[config.mk]
export PLATFORM = sky130hd
export DESIGN_NAME = sync_fifo_param_flat
export DESIGN_NICKNAME = d
export VERILOG_FILES = /design/src/rtl/sync_fifo_pkg.sv /design/src/rtl/sync_fifo_param_if.sv /design/src/rtl/sync_fifo_param_req_edge_detect.sv /design/src/rtl/sync_fifo_param.sv /design/src/flat_wrapper.sv
export SDC_FILE = /design/constraint.sdc
export NUM_CORES = 1
export LEC_CHECK = 0
export CORE_UTILIZATION = 30
export CTS_CLUSTER_DIAMETER = 200
export DETAILED_ROUTE_END_ITERATION = 10
export MAX_ROUTING_LAYER = met4
export PLACE_DENSITY_LB_ADDON = 0.08
export SLEW_MARGIN = 40
export SYNTH_ARGS = -nofsm -noshare
export SYNTH_HDL_FRONTEND = slang
export SYNTH_HIERARCHICAL = 1
export SYNTH_SLANG_ARGS = --single-unit
[constraint.sdc]
create_clock -name clk -period 3.55 [get_ports clk]
set_input_delay 0.355 -clock clk [delete_from_list [all_inputs] [get_ports clk]]
set_output_delay 0.355 -clock clk [all_outputs]
set_load 0.005 [all_outputs]
[src/rtl/sync_fifo_pkg.sv]
// -----------------------------------------------------------------------------
// sync_fifo_pkg
//   Shared definitions for the parameterised synchronous FIFO:
//     - calc_aw()    : pointer width derived from the FIFO depth
//     - RST_* consts : reset values of the sticky flags and request history
// -----------------------------------------------------------------------------
package sync_fifo_pkg;

    // Pointer width for a power-of-two depth (DEPTH >= 2).
    function automatic int calc_aw(input int depth);
        return $clog2(depth);
    endfunction

    // Sticky error flags come out of reset cleared.
    localparam logic RST_OVERFLOW  = 1'b0;
    localparam logic RST_UNDERFLOW = 1'b0;

    // Request history resets high so a request held through reset is not
    // mistaken for a fresh rising edge when reset releases.
    localparam logic RST_REQ_PREV  = 1'b1;

endpackage

[src/rtl/sync_fifo_param_if.sv]
// -----------------------------------------------------------------------------
// sync_fifo_param_if
//   Bus bundle between the FIFO and whoever drives it.
//   master : drives write data, requests and flag clears; observes status
//   slave  : the FIFO itself
//   Signals:
//     wr_data, wr_request, rd_request,
//     clear_overflow_request, clear_underflow_request   (master -> slave)
//     rd_data, empty, full, almost_empty, almost_full,
//     overflow, underflow, count, wr_index, rd_index     (slave -> master)
// -----------------------------------------------------------------------------
interface sync_fifo_param_if
    import sync_fifo_pkg::*;
#(
    parameter int DATA_WIDTH = 8,
    parameter int DEPTH      = 16
);
    localparam int AW = calc_aw(DEPTH);

    logic [DATA_WIDTH-1:0] wr_data;
    logic                  wr_request;
    logic                  rd_request;
    logic                  clear_overflow_request;
    logic                  clear_underflow_request;

    logic [DATA_WIDTH-1:0] rd_data;
    logic                  empty;
    logic                  full;
    logic                  almost_empty;
    logic                  almost_full;
    logic                  overflow;
    logic                  underflow;
    logic [AW:0]           count;
    logic [AW-1:0]         wr_index;
    logic [AW-1:0]         rd_index;

    modport master (
        output wr_data, wr_request, rd_request,
               clear_overflow_request, clear_underflow_request,
        input  rd_data, empty, full, almost_empty, almost_full,
               overflow, underflow, count, wr_index, rd_index
    );

    modport slave (
        input  wr_data, wr_request, rd_request,
               clear_overflow_request, clear_underflow_request,
        output rd_data, empty, full, almost_empty, almost_full,
               overflow, underflow, count, wr_index, rd_index
    );

endinterface

[src/rtl/sync_fifo_param_req_edge_detect.sv]
// -----------------------------------------------------------------------------
// req_edge_detect
//   Turns a request into an operation strobe.
//     mode = 1 : pulse on the rising edge of a level request (one op per
//                high period, no added latency)
//     mode = 0 : pulse follows the request (one op per high cycle)
//   Ports:
//     clk    in   clock, rising edge
//     reset  in   synchronous, active-high
//     signal in   raw request
//     mode   in   edge (1) / level (0) select
//     pulse  out  effective strobe
// -----------------------------------------------------------------------------
module req_edge_detect
    import sync_fifo_pkg::*;
(
    input  logic clk,
    input  logic reset,
    input  logic signal,
    input  logic mode,
    output logic pulse
);

    logic r_prev;

    always_ff @(posedge clk) begin
        if (reset) begin
            r_prev <= RST_REQ_PREV;
        end else begin
            r_prev <= signal;
        end
    end

    // Edge detection is combinational against last cycle's sample, so the
    // strobe lands in the same cycle the request first goes high.
    assign pulse = mode ? (signal & ~r_prev) : signal;

endmodule

[src/rtl/sync_fifo_param.sv]
// -----------------------------------------------------------------------------
// sync_fifo_param
//   Parameterised synchronous FIFO using all DEPTH entries, with occupancy
//   count, almost-full/almost-empty thresholds, simultaneous read/write,
//   sticky overflow/underflow flags and selectable request mode.
//   Parameters:
//     DATA_WIDTH  word width
//     DEPTH       entries (power of two, >= 2)
//     AF_THRESH   almost_full  when count >= AF_THRESH
//     AE_THRESH   almost_empty when count <= AE_THRESH
//     REQ_EDGE    1: requests act on rising edge, 0: act every high cycle
//   Ports:
//     clk    in   clock, rising edge
//     reset  in   synchronous, active-high
//     bus    slave side of sync_fifo_param_if (data, requests, status)
// -----------------------------------------------------------------------------
module sync_fifo_param
    import sync_fifo_pkg::*;
#(
    parameter int DATA_WIDTH = 8,
    parameter int DEPTH      = 16,
    parameter int AF_THRESH  = DEPTH - 2,
    parameter int AE_THRESH  = 2,
    parameter bit REQ_EDGE   = 1'b1
)(
    input  logic               clk,
    input  logic               reset,
    sync_fifo_param_if.slave   bus
);

    localparam int AW = calc_aw(DEPTH);

    localparam logic [AW:0]   DEPTH_C = (AW+1)'(DEPTH);
    localparam logic [AW:0]   AF_C    = (AW+1)'(AF_THRESH);
    localparam logic [AW:0]   AE_C    = (AW+1)'(AE_THRESH);
    localparam logic [AW:0]   ONE_C   = (AW+1)'(1);
    localparam logic [AW-1:0] PTR_INC = AW'(1);

    // ---------------------------------------------------------------------
    // State
    // ---------------------------------------------------------------------
    logic [DATA_WIDTH-1:0] r_mem [DEPTH];
    logic [AW-1:0]         r_wr_index;
    logic [AW-1:0]         r_rd_index;
    logic [AW:0]           r_count;
    logic                  r_overflow;
    logic                  r_underflow;

    // ---------------------------------------------------------------------
    // Request strobes
    // ---------------------------------------------------------------------
    logic w_wr_pulse;
    logic w_rd_pulse;

    req_edge_detect u_wr_req (
        .clk    (clk),
        .reset  (reset),
        .signal (bus.wr_request),
        .mode   (REQ_EDGE),
        .pulse  (w_wr_pulse)
    );

    req_edge_detect u_rd_req (
        .clk    (clk),
        .reset  (reset),
        .signal (bus.rd_request),
        .mode   (REQ_EDGE),
        .pulse  (w_rd_pulse)
    );

    // ---------------------------------------------------------------------
    // Status and operation qualification
    // ---------------------------------------------------------------------
    logic        w_empty;
    logic        w_full;
    logic        w_do_wr;
    logic        w_do_rd;
    logic        w_set_overflow;
    logic        w_set_underflow;
    logic [AW:0] w_count_nxt;

    assign w_empty = (r_count == '0);
    assign w_full  = (r_count == DEPTH_C);

    // A write into a full FIFO is still accepted when a read frees the head
    // slot in the same cycle. A read of an empty FIFO is never satisfied by
    // a same-cycle write: there is no bypass path.
    assign w_do_wr = w_wr_pulse & (~w_full | w_rd_pulse);
    assign w_do_rd = w_rd_pulse & ~w_empty;

    assign w_set_overflow  = w_wr_pulse & w_full & ~w_rd_pulse;
    assign w_set_underflow = w_rd_pulse & w_empty;

    always_comb begin
        w_count_nxt = r_count;
        if (w_do_wr && !w_do_rd) begin
            w_count_nxt = r_count + ONE_C;
        end else if (!w_do_wr && w_do_rd) begin
            w_count_nxt = r_count - ONE_C;
        end
    end

    // ---------------------------------------------------------------------
    // Storage: no reset so it maps onto distributed RAM. Writes are held off
    // during reset so a request in the reset cycle leaves no trace.
    // ---------------------------------------------------------------------
    always_ff @(posedge clk) begin
        if (w_do_wr && !reset) begin
            r_mem[r_wr_index] <= bus.wr_data;
        end
    end

    // ---------------------------------------------------------------------
    // Pointers and count. Power-of-two depth lets the pointers wrap
    // naturally from DEPTH-1 to 0.
    // ---------------------------------------------------------------------
    always_ff @(posedge clk) begin
        if (reset) begin
            r_wr_index <= '0;
            r_rd_index <= '0;
            r_count    <= '0;
        end else begin
            if (w_do_wr) begin
                r_wr_index <= r_wr_index + PTR_INC;
            end
            if (w_do_rd) begin
                r_rd_index <= r_rd_index + PTR_INC;
            end
            r_count <= w_count_nxt;
        end
    end

    // ---------------------------------------------------------------------
    // Sticky error flags: a set event outranks a same-cycle clear. Clears
    // have no effect on data movement.
    // ---------------------------------------------------------------------
    always_ff @(posedge clk) begin
        if (reset) begin
            r_overflow  <= RST_OVERFLOW;
            r_underflow <= RST_UNDERFLOW;
        end else begin
            if (w_set_overflow) begin
                r_overflow <= 1'b1;
            end else if (bus.clear_overflow_request) begin
                r_overflow <= 1'b0;
            end

            if (w_set_underflow) begin
                r_underflow <= 1'b1;
            end else if (bus.clear_underflow_request) begin
                r_underflow <= 1'b0;
            end
        end
    end

    // ---------------------------------------------------------------------
    // Outputs
    // ---------------------------------------------------------------------
    assign bus.rd_data      = r_mem[r_rd_index];
    assign bus.empty        = w_empty;
    assign bus.full         = w_full;
    assign bus.almost_full  = (r_count >= AF_C);
    assign bus.almost_empty = (r_count <= AE_C);
    assign bus.overflow     = r_overflow;
    assign bus.underflow    = r_underflow;
    assign bus.count        = r_count;
    assign bus.wr_index     = r_wr_index;
    assign bus.rd_index     = r_rd_index;

endmodule

[src/flat_wrapper.sv]
// flat-port wrapper written by rule: the top's interface ports become plain ports
module sync_fifo_param_flat import sync_fifo_pkg::*;
#(
    parameter int DATA_WIDTH = 8,
    parameter int DEPTH      = 16,
    parameter int AF_THRESH  = DEPTH - 2,
    parameter int AE_THRESH  = 2,
    parameter bit REQ_EDGE   = 1'b1
)
  (clk, reset, bus_wr_data, bus_wr_request, bus_rd_request, bus_clear_overflow_request, bus_clear_underflow_request, bus_rd_data, bus_empty, bus_full, bus_almost_empty, bus_almost_full, bus_overflow, bus_underflow, bus_count, bus_wr_index, bus_rd_index);
  sync_fifo_param_if #(.DATA_WIDTH(DATA_WIDTH), .DEPTH(DEPTH)) bus_i ();
  input  logic clk;
  input  logic reset;
  input wire logic [$bits(bus_i.wr_data)-1:0] bus_wr_data;
  input wire logic [$bits(bus_i.wr_request)-1:0] bus_wr_request;
  input wire logic [$bits(bus_i.rd_request)-1:0] bus_rd_request;
  input wire logic [$bits(bus_i.clear_overflow_request)-1:0] bus_clear_overflow_request;
  input wire logic [$bits(bus_i.clear_underflow_request)-1:0] bus_clear_underflow_request;
  output wire logic [$bits(bus_i.rd_data)-1:0] bus_rd_data;
  output wire logic [$bits(bus_i.empty)-1:0] bus_empty;
  output wire logic [$bits(bus_i.full)-1:0] bus_full;
  output wire logic [$bits(bus_i.almost_empty)-1:0] bus_almost_empty;
  output wire logic [$bits(bus_i.almost_full)-1:0] bus_almost_full;
  output wire logic [$bits(bus_i.overflow)-1:0] bus_overflow;
  output wire logic [$bits(bus_i.underflow)-1:0] bus_underflow;
  output wire logic [$bits(bus_i.count)-1:0] bus_count;
  output wire logic [$bits(bus_i.wr_index)-1:0] bus_wr_index;
  output wire logic [$bits(bus_i.rd_index)-1:0] bus_rd_index;
  assign bus_i.wr_data = bus_wr_data;
  assign bus_i.wr_request = bus_wr_request;
  assign bus_i.rd_request = bus_rd_request;
  assign bus_i.clear_overflow_request = bus_clear_overflow_request;
  assign bus_i.clear_underflow_request = bus_clear_underflow_request;
  assign bus_rd_data = bus_i.rd_data;
  assign bus_empty = bus_i.empty;
  assign bus_full = bus_i.full;
  assign bus_almost_empty = bus_i.almost_empty;
  assign bus_almost_full = bus_i.almost_full;
  assign bus_overflow = bus_i.overflow;
  assign bus_underflow = bus_i.underflow;
  assign bus_count = bus_i.count;
  assign bus_wr_index = bus_i.wr_index;
  assign bus_rd_index = bus_i.rd_index;
  sync_fifo_param #(.DATA_WIDTH(DATA_WIDTH), .DEPTH(DEPTH), .AF_THRESH(AF_THRESH), .AE_THRESH(AE_THRESH), .REQ_EDGE(REQ_EDGE)) u_core (.clk(clk), .reset(reset), .bus(bus_i));
endmodule
==> results by group <==
Setup path
  – CP Capture Point: u_core/bus.count[4]
  – CP Class: flop to flop
  – Reg2Reg Launch Point: u_core/bus.count[2]
  – Worst reg-to-reg path cell count: 10
  – FF-to-FF End: u_core/bus.count[4]
  – Setup crit start kind: flop
  – Max FO, Critical Path: 9
  – Setup crit end kind: flop
  – Crit path launch: u_core/bus.count[2]
  – CP arrival: ~3500 ps
  – Worst reg-to-reg setup slack: 360 ps
  – Worst endpoint required time: about 3900 ps

Synth
  – Top cells by count, synth: edfxtp_1, nor2_1, mux4_2
  – Area leader, netlist: edfxtp_1
  – Post-synthesis register bit count: 149
  – Synth area leaders: edfxtp_1, mux4_2, dfxtp_1
  – Main combinational cell family by area after synthesis: multiplexers
  – Cell with the most instances after synthesis: edfxtp_1
  – Netlist cell types: 40
  – Xor/xnor share of the synthesized area: 1.18%
  – Post-synthesis cell count: roughly 330
  – Syn_area_per_cell: 17.8 µm²
  – Post-synthesis simple-gate area fraction: around 5.6%
  – Async set-or-reset flop fraction in the synthesized netlist: 0%
  – Mux cell area share after synthesis: between 10% and 20%
  – Post-synth EDFFs: around 130
  – Sequential share of the synthesized area: 71.8%
  – Ys Warns: 6
  – Compound-cell area share of the yosys netlist: around 4.7%
  – Mapped cell area: just under 0.006 mm²
  – Top-area cell type share of the netlist area: 64.7%
  – Adder-cell area share of the yosys netlist: approximately 2.4%
  – Most used DFF post-synth: edfxtp_1

Clocking
  – Root Buffer: clkbuf_16
  – Post-CTS Hold Buffers: 0
  – Total CTS buffers: 17
  – Clock-pin slew on the worst setup and hold paths: 60 ps
  – Postcts setup bufs: 0
  – H-tree lvl count: 4
  – CTS tree: built
  – Clk sinks: roughly 150
  – Worst skew pair latency: between 400 and 500 ps
  – Clock buffer depth: 2
  – PostCTS Resize Cnt: 0

Power
  – Leak: ~2.4 nW
  – Net Sw Frac: about a quarter
  – PwrDens: roughly 660 mW/mm²
  – Flop pwr share: a little over two fifths
  – Clock power share: 37.7%
  – Total Power: between 4 and 5 mW
  – Combinational Power Share: between 20% and 30%
  – Maximum VDD drop: 0.402 mV
  – P_sw: between 1 and 1.5 mW
  – Internal: 3.64 mW

Final layout
  – Filler cells: approximately 1800
  – Register Area: 0.00427 mm²
  – N_diodes: 0
  – Final net count: about 430
  – Synthesis-to-finish area growth: 24.6%
  – Multi-input logic area: roughly 0.0016 mm²
  – Layout cell share with drive strength beyond 1: 22.7%
  – Post-route design area: roughly 0.0074 mm²
  – Fin cells: around 680
  – Final core utilization: a little under two fifths

Routing
  – Drt first-iter violations: around 150
  – Pre-antenna DRT Iters: 4
  – # DRC: 0
  – Routed len/inst: ~19 µm
  – Routed vias: 3094
  – Routed vias/inst: between 4 and 5
  – Routed WL: around 13000 µm
  – Post-DRT Antenna Nets: 0

Timing
  – Final worst path period need: 3190 ps
  – Min Hold Slack: about 500 ps
  – Slew @ Worst Pin: just under 700 ps
  – Max Freq: 0.314 GHz
  – Final Worst Setup Slack: approximately 360 ps
  – Slew Limit Fails: 0
  – Worst rel slew slack: between 50 and 60%
  – Final Cycle Share: between 80% and 90%
  – Endpoints failing hold: 0
  – Final setup violation count: 0
  – Clock Skews: around 12 ps
  – Unrepaired setup endpoints after global routing: false
  – Setup_tns: 0 ps

Hold path
  – Worst hold path class: primary input to flop

Die
  – Die Y-Extent: roughly 140 µm
  – Die area: 0.0204 mm²
  – Starting density of the core: 30.5%
  – # rows: around 50
  – Core area: 0.0195 mm²
  – Ports: slightly above 40
  – Chip width: about 140 µm

Place
  – Post-DP HPWL: approximately 8700 µm
  – Dpl ws: ~370 ps
  – Cell Area, Placed: about 0.0068 mm²
  – Port-buffer cells: 40
  – RD Place Congestion: around 0.75
  – # placed instances: about 650

Global route
  – Gr usage total: 14.8%
  – Largest net degree at the start of global routing: 33
  – Initial antenna violation count: 0
  – Vias in the first global route: roughly 3300
  – Grt total ovfl: 0
  – Global-route wire length before repair: roughly 20000 µm

Outcome
  – Status: finished, final reports clean

Run
  – Max Cap Violations: 0
## final cells by class
cell class                 instances  share of cell area, %
clock buffer                      20                   5.90
multi-input combinational        164                   21.6
inverter                           7                  0.355
tap                              265                   4.48
clock inverter                    11                   2.15
sequential                       149                   57.6
timing repair buffer              63                   7.91
## power by group through the flow
stage | clock network (mW) | registers, mW | logic, mW
floorplan | 0 | 2.05 | 0.639
global placement | 0 | 2.06 | 1.01
detailed placement | 0 | 2.07 | 1.00
CTS | 1.87 | 2.03 | 1.01
global route | 1.93 | 2.04 | 1.10
finish | 1.83 | 2.03 | 0.990
## metal layers
metal	global-route usage, %	routed length (µm)
met3	3.22	399
met2	22.5	6270
met5	-	0
met4	6.45	181
met1	19.1	6280
## registers in the layout, indices dropped and copies added (netlist names), named ones only
register,flops
u_core/bus.underflow,1
u_core/bus.count,5
u_core/bus.overflow,1
u_core/bus.wr_index,4
u_core/u_wr_req/r_prev,1
u_core/u_rd_req/r_prev,1
u_core/bus.rd_index,4
u_core/r_mem,128
## cells in the final DEF, fill, tap and decap left out, drive strengths merged, types with 6 or more instances in the layout
master	Yosys	routed
nand2	13	13
mux4	32	32
buf	6	23
dfxtp	21	21
a21oi	7	7
clkinv	0	6
nand3	7	7
edfxtp	128	128
a22oi	16	16
clkdlybuf4s50	0	40
clkbuf	8	20
xor2	6	6
nor2	38	38
inv	7	7
ha	10	10
## cell families after synthesis
family                   Yosys count
AND/OR/NAND/NOR                   74
flip-flops                       149
AO/OA/AOI/OAI                     34
multiplexers                      35
other                              1
buffers and inverters             21
adder cells (fa/ha/maj)           11
XOR/XNOR                           8
## critical path: stages, from the launching register on
cell      delay, ps
dfxtp_1         380
or4_1           760
o31ai_4         330
inv_1           100
ha_1            250
inv_1           150
ha_1            290
a21oi_1         210
a211oi_1        100
a31oi_1         170
mux2_2          350
## how the worst min path moves through the flow
stage                                       from                     end  slack (ps)  cells past startpoint
after CTS                         bus_rd_request  u_core/u_rd_req/r_prev         490                      2
final                             bus_rd_request  u_core/u_rd_req/r_prev         510                      2
after global routing              bus_rd_request  u_core/u_rd_req/r_prev         510                      2
after global placement       u_core/bus.count[3]     u_core/bus.count[3]         530                      2
after detailed placement  u_core/bus.wr_index[1]  u_core/bus.wr_index[1]         550                      2
after floorplan                            reset  u_core/u_rd_req/r_prev         450                      1
Note: power is estimated with default switching activity, not from simulation.
